[config.mk]
export PLATFORM = sky130hd
export DESIGN_NAME = io_uart
export DESIGN_NICKNAME = d
export VERILOG_FILES = /design/src/rtl/io_uart.sv
export SDC_FILE = /design/constraint.sdc
export NUM_CORES = 1
export LEC_CHECK = 0
export BUFFER_PORTS_ARGS = -buffer_cell sky130_fd_sc_hd__clkbuf_2
export CAP_MARGIN = 5
export CORE_MARGIN = 3
export CORE_UTILIZATION = 42
export CTS_CLUSTER_SIZE = 40
export DETAILED_ROUTE_END_ITERATION = 8
export PLACE_DENSITY = 0.65
export SLEW_MARGIN = 25
export SYNTH_ARGS = -nofsm -noshare
export SYNTH_HDL_FRONTEND = slang
export SYNTH_SLANG_ARGS = --single-unit
export TNS_END_PERCENT = 1
[constraint.sdc]
create_clock -name CLK -period 4.2 [get_ports CLK]
set_clock_uncertainty 0.15 [all_clocks]
set_input_delay 0.42 -clock CLK [delete_from_list [all_inputs] [get_ports CLK]]
set_output_delay 0.42 -clock CLK [all_outputs]
set_load 0.01 [all_outputs]
[src/rtl/io_uart.sv]
// io_uart: memory-mapped UART transmitter (8N1) with an LED register.
// Register map on IO_A[3:2]: 0 DATA, 1 STATUS, 2 DIV, 3 LEDS.
// Define UART_FIFO_EN to get a FIFO_DEPTH-entry TX FIFO; without it a single
// holding register buffers the next byte.
module io_uart #(
  parameter logic [15:0] DIV_RESET  = 16'd868,
  parameter int          FIFO_DEPTH = 8
) (
  input  logic        CLK,
  input  logic        RESET,
  input  logic [31:0] IO_A,
  input  logic [1:0]  IOReadS,
  input  logic        IOWriteS,
  input  logic [31:0] IO_write,
  output logic [31:0] IO_dout,
  output logic        uart_tx,
  output logic [7:0]  leds
);

  typedef enum logic [1:0] {S_IDLE, S_START, S_DATA, S_STOP} state_t;

  state_t      state, state_nx;
  logic [15:0] div, fdiv, cnt;
  logic [2:0]  bit_idx;
  logic [7:0]  shreg;
  logic        ovf;

  logic [1:0]  sel;
  logic        wr_data, wr_stat, wr_div, wr_led;
  logic        bit_end, pop, push, accept, drop, busy;
  logic        full, empty;
  logic [7:0]  pop_data;
  logic [3:0]  count4;
  logic        unused;

  assign sel     = IO_A[3:2];
  assign wr_data = IOWriteS && (sel == 2'd0);
  assign wr_stat = IOWriteS && (sel == 2'd1);
  assign wr_div  = IOWriteS && (sel == 2'd2);
  assign wr_led  = IOWriteS && (sel == 2'd3);
  assign unused  = ^{IO_A[31:4], IO_A[1:0], IO_write[31:16]};

  assign busy    = (state != S_IDLE);
  assign bit_end = (cnt == 16'd0);
  // A byte may leave the buffer from IDLE or at the last cycle of a stop bit,
  // which makes back-to-back frames gapless.
  assign pop     = ((state == S_IDLE) || (state == S_STOP && bit_end)) && !empty;
  assign push    = wr_data;
  assign accept  = push && (!full || pop);
  assign drop    = push && full && !pop;

`ifdef UART_FIFO_EN
  localparam int AW = (FIFO_DEPTH > 1) ? $clog2(FIFO_DEPTH) : 1;

  logic [7:0]    mem [FIFO_DEPTH];
  logic [AW-1:0] wptr, rptr;
  logic [AW:0]   count;

  assign full     = (count == (AW+1)'(FIFO_DEPTH));
  assign empty    = (count == '0);
  assign pop_data = mem[rptr];
  assign count4   = 4'(count);

  // FIFO storage, no reset needed on the data array
  always_ff @(posedge CLK) begin
    if (accept) mem[wptr] <= IO_write[7:0];
  end

  // Pointers wrap naturally because FIFO_DEPTH is a power of two
  always_ff @(posedge CLK or posedge RESET) begin
    if (RESET) begin
      wptr  <= '0;
      rptr  <= '0;
      count <= '0;
    end else begin
      if (accept) wptr <= wptr + 1'b1;
      if (pop)    rptr <= rptr + 1'b1;
      case ({accept, pop})
        2'b10:   count <= count + 1'b1;
        2'b01:   count <= count - 1'b1;
        default: count <= count;
      endcase
    end
  end
`else
  logic [7:0] hold;
  logic       hold_vld;

  assign full     = hold_vld;
  assign empty    = !hold_vld;
  assign pop_data = hold;
  assign count4   = {3'b000, hold_vld};

  // Single holding register; a push in the same cycle as a pop refills it
  always_ff @(posedge CLK or posedge RESET) begin
    if (RESET) begin
      hold     <= 8'h00;
      hold_vld <= 1'b0;
    end else if (accept) begin
      hold     <= IO_write[7:0];
      hold_vld <= 1'b1;
    end else if (pop) begin
      hold_vld <= 1'b0;
    end
  end
`endif

  // Software-visible registers and the sticky overflow flag
  always_ff @(posedge CLK or posedge RESET) begin
    if (RESET) begin
      div  <= DIV_RESET;
      leds <= 8'h00;
      ovf  <= 1'b0;
    end else begin
      if (wr_div) div <= (IO_write[15:0] == 16'd0) ? 16'd1 : IO_write[15:0];
      if (wr_led) leds <= IO_write[7:0];
      if (drop)                      ovf <= 1'b1;
      else if (wr_stat && IO_write[3]) ovf <= 1'b0;
    end
  end

  // FSM state register
  always_ff @(posedge CLK or posedge RESET) begin
    if (RESET) state <= S_IDLE;
    else       state <= state_nx;
  end

  // Bit timer, bit index and shift register; divisor latched per frame
  always_ff @(posedge CLK or posedge RESET) begin
    if (RESET) begin
      fdiv    <= DIV_RESET;
      cnt     <= 16'd0;
      bit_idx <= 3'd0;
      shreg   <= 8'h00;
    end else if (pop) begin
      fdiv    <= div;
      cnt     <= div - 16'd1;
      shreg   <= pop_data;
      bit_idx <= 3'd0;
    end else if (state != S_IDLE) begin
      if (bit_end) begin
        cnt <= fdiv - 16'd1;
        if (state == S_DATA) begin
          shreg   <= shreg >> 1;
          bit_idx <= bit_idx + 3'd1;
        end
      end else begin
        cnt <= cnt - 16'd1;
      end
    end
  end

  // Next-state logic and line level
  always_comb begin
    state_nx = state;
    uart_tx  = 1'b1;
    case (state)
      S_IDLE:  if (!empty) state_nx = S_START;
      S_START: begin
        uart_tx = 1'b0;
        if (bit_end) state_nx = S_DATA;
      end
      S_DATA: begin
        uart_tx = shreg[0];
        if (bit_end && bit_idx == 3'd7) state_nx = S_STOP;
      end
      S_STOP:  if (bit_end) state_nx = empty ? S_IDLE : S_START;
      default: state_nx = S_IDLE;
    endcase
  end

  // Read mux, zero when no read strobe
  always_comb begin
    IO_dout = 32'h0;
    if (|IOReadS) begin
      case (sel)
        2'd1:    IO_dout = {24'h0, count4, ovf, empty, full, busy};
        2'd2:    IO_dout = {16'h0, div};
        2'd3:    IO_dout = {24'h0, leds};
        default: IO_dout = 32'h0;
      endcase
    end
  end

endmodule

==> impl_metrics.csv <==
group,metric,value,unit
yosys,muxShareOfSynthArea,0.09073,
power,p_switching,1.238,mW
global_route,grt-ovfl-total,0,
sta,period_minus_slack,3.386,ns
global_route,grtUsageTotal,0.1893,
power,power_leakage,2.198,nW
power,power_density,637.1,nW/µm²
cts,cts_inserted_buffers,9,
global_route,grt_pass1_vias,3415,
floorplan,coreArea,9955,µm²
sta,fmax,0.2954,GHz
yosys,ys_seq_elements,79,
sta,hold_viol,18,
yosys,synth_fa_ha_area_frac,0.02290,
sta,slew_headroom,0.4362,
setup_path,critPathArrivalTime,3.52,ns
yosys,synth_top_family_by_area,"simple AND/OR/NAND/NOR gates",
sta,rsz0062_at_grt,"false",
setup_path,crit_type,"reg -> reg",
yosys,synth_cell_type_count,53,
sta,setup_violations,0,
setup_path,startpoint_type,"flip-flop",
cts,tritoncts,"done",
place,routabilityCongestion,0.9005,
setup_path,crit_path_max_incr_delay,0.58,ns
cts,clk_pin_slew,0.09,ns
power,power_frac_clock,0.202,
global_route,grt_max_degree,49,
floorplan,die_h,108.0,µm
global_route,antenna_found_initial,0,
floorplan,die_w,108.0,µm
power,internal-power,1.898,mW
sta,whs,-0.01166,ns
yosys,yosys.area.top_type,"dfrtp_1",
detailed_routing,drtIter0Drc,280,
sta,tightest_slew,0.8426,ns
yosys,synth_area,4372,µm²
detailed_routing,ant_nets,0,
detailed_routing,num_vias,3526,
final_layout,fillCellCount,905,
yosys,yosysTopAreaCellShare,0.3950,
power,pwr-share-comb,0.385,
cts,h-tree-depth,3,
cts,hold_buffers,0,
cts,worstSkewPairLatency,0.36,ns
global_route,grt_first_pass_wirelength,17.51,mm
yosys,yosysWarnings,0,
yosys,ys_seq_area_frac,0.4551,
setup_path,end_kind,"flip-flop",
yosys,synth_xor_area_frac,0.02404,
detailed_routing,dr.pass1.iters,5,
run_status,status,"finished, violations left",
final_layout,diodes,0,
floorplan,num_rows,36,
setup_path,crit_family,"compound AO/OA/AOI/OAI gates",
floorplan,ios,110,
yosys,yosys.area_share.simple,0.1915,
setup_path,path_cells,"inv_1 -> ha_1 -> a2111oi_1 -> o22a_1 -> o31ai_1 -> a221o_1 -> nor4_4 -> nand2_1 -> or3_1 -> a31oi_1",
run_status,violations,"negative hold slack",
yosys,synth-edff-count,0,
detailed_routing,totalWireLength,10.35,mm
power,irDropWorstVdd,0.3421,mV
final_layout,fin_nets,581,
power,swShare,0.3947,
setup_path,worstPathRequired,4.33,ns
worst_hold_path,hold_class,"in -> async",
yosys,yosysMostFrequentCell,"nand2_1",
setup_path,path_max_fanout,9,
final_layout,drive_above_1_share,0.2220,
sta,period_share,0.8061,
detailed_routing,routed_via_density,5.492,
yosys,synth-compound-area-share,0.1603,
detailed_routing,drc,0,
yosys,ys_top_cells_by_area,"dfrtp_1 (39%), nand2_1 (6.5%), dfstp_2 (6.0%), mux2_2 (5.4%), o21ai_0 (3.8%)",
final_layout,finish.utilization,0.4943,
detailed_routing,post_drt_wl_per_cell,16.12,µm
flow_run,max-cap-violations,0,
yosys,syn_inst,462,
floorplan,dieArea,11670,µm²
final_layout,area_growth,12.56,%
cts,clockBufferDepth,2,
setup_path,cp_slowest_cell,"a2111oi_1",
yosys,synth_top_cells_by_count,"nand2_1 (76), dfrtp_1 (69), nor2_1 (35)",
cts,post-cts-setup-buffers,0,
yosys,synth_area_per_cell,9.463,µm²
yosys,async_flop_share,1.000,
setup_path,crit_buf_inv,1,
place,place_hpwl,7.621,mm
floorplan,initial_core_util,0.4392,
yosys,synth_ff_type,"dfrtp_1",
sta,tns,0,ns
cts,cts_sinks,79,
place,io_buffers,47,
cts,root_buffer,"clkbuf_8",
sta,slew_violations,0,
cts,cts_resized,0,
power,seqPwrFrac,0.413,
==> worst paths after layout <==
| path | startpoint | end | slack [ns] | cells after the start |
|---|---|---|---|---|
| setup / recovery | state[0]$_DFFE_PP0P_ | cnt[11]$_DFFE_PP0P_ | 0.81 | 10 |
| max in group asynchronous | RESET | state[1]$_DFFE_PP0P_ | 2.87 | 3 |
| setup reg to reg | state[0]$_DFFE_PP0P_ | cnt[11]$_DFFE_PP0P_ | 0.81 | 10 |
| hold reg to reg | fdiv[6]$_DFFE_PP1P_ | fdiv[6]$_DFFE_PP1P_ | 0.32 | 2 |
| min in group CLK | IO_write[9] | div[9]$_DFFE_PP1P_ | 0.15 | 2 |
| hold / removal | RESET | cnt[11]$_DFFE_PP0P_ | -0.01 | 2 |
==> metrics by stage <==
step / instances / cell area [µm²] / worst slack, ns / power (mW)
floorplan: 477 / 4428 / 0.8385 / 2.172
global placement: 626 / 4696 / 0.9355 / 2.454
detailed placement: 626 / 4696 / 0.8823 / 2.505
CTS: 642 / 4915 / 0.8559 / 3.140
global route: 642 / 4921 / 0.5987 / 3.381
finish: 642 / 4921 / 0.8144 / 3.135
==> power groups by stage <==
stage          registers, mW  clock network, mW  logic, mW
5_1_grt                 1.34              0.678       1.37
6_report                1.29              0.634       1.21
3_5_place_dp            1.31                  0       1.20
2_1_floorplan           1.22                  0      0.949
4_1_cts                 1.29              0.644       1.20
3_3_place_gp            1.29                  0       1.16
==> cells by family (layout without fill, tap and decap cells) <==
family / Yosys count / in the layout
multiplexers: 37 / 37
adder cells (fa/ha/maj): 8 / 8
other: 1 / 16
buffers and inverters: 46 / 78
AND/OR/NAND/NOR: 174 / 174
flip-flops: 79 / 79
XOR/XNOR: 12 / 12
AO/OA/AOI/OAI: 105 / 105
==> registers in the layout, summed over array words and instances, names as in the netlist <==
name     count
full         1
state        2
cnt         16
hold         8
fdiv        16
bit_idx      3
div         16
shreg        8
leds         8
ovf          1
==> metal layers <==
layer / GRT usage / vias to the layer above / wire (µm)
li1: - / 1689 / -
met1: 0.2654 / 1705 / 4868
met2: 0.2980 / 116 / 4729
met3: 0.03463 / 16 / 573
met4: 0.06041 / 0 / 180
met5: 0 / - / 0
==> placed cells by master (no fill, tap or decap), drive strengths merged, types with 14 or more instances in the layout <==
cell	netlist	layout
a21oi	22	22
a22o	14	14
clkbuf	17	56
conb	1	16
dfrtp	69	69
mux2	21	21
mux2i	16	16
nand2	76	76
nor2	35	35
o21ai	33	33
==> final cells by class <==
class                   count  area, µm²  share of cell area
well taps                 133      166.4             0.03382
repair buffers             55      295.3             0.06001
clock inverters             7      95.09             0.01932
inverters                   7      26.28            0.005339
clock buffers               9      123.9             0.02517
flip-flops and latches     79       1989              0.4043
multi-input cells         352       2225              0.4521
Note: power is estimated with default switching activity, not from simulation.
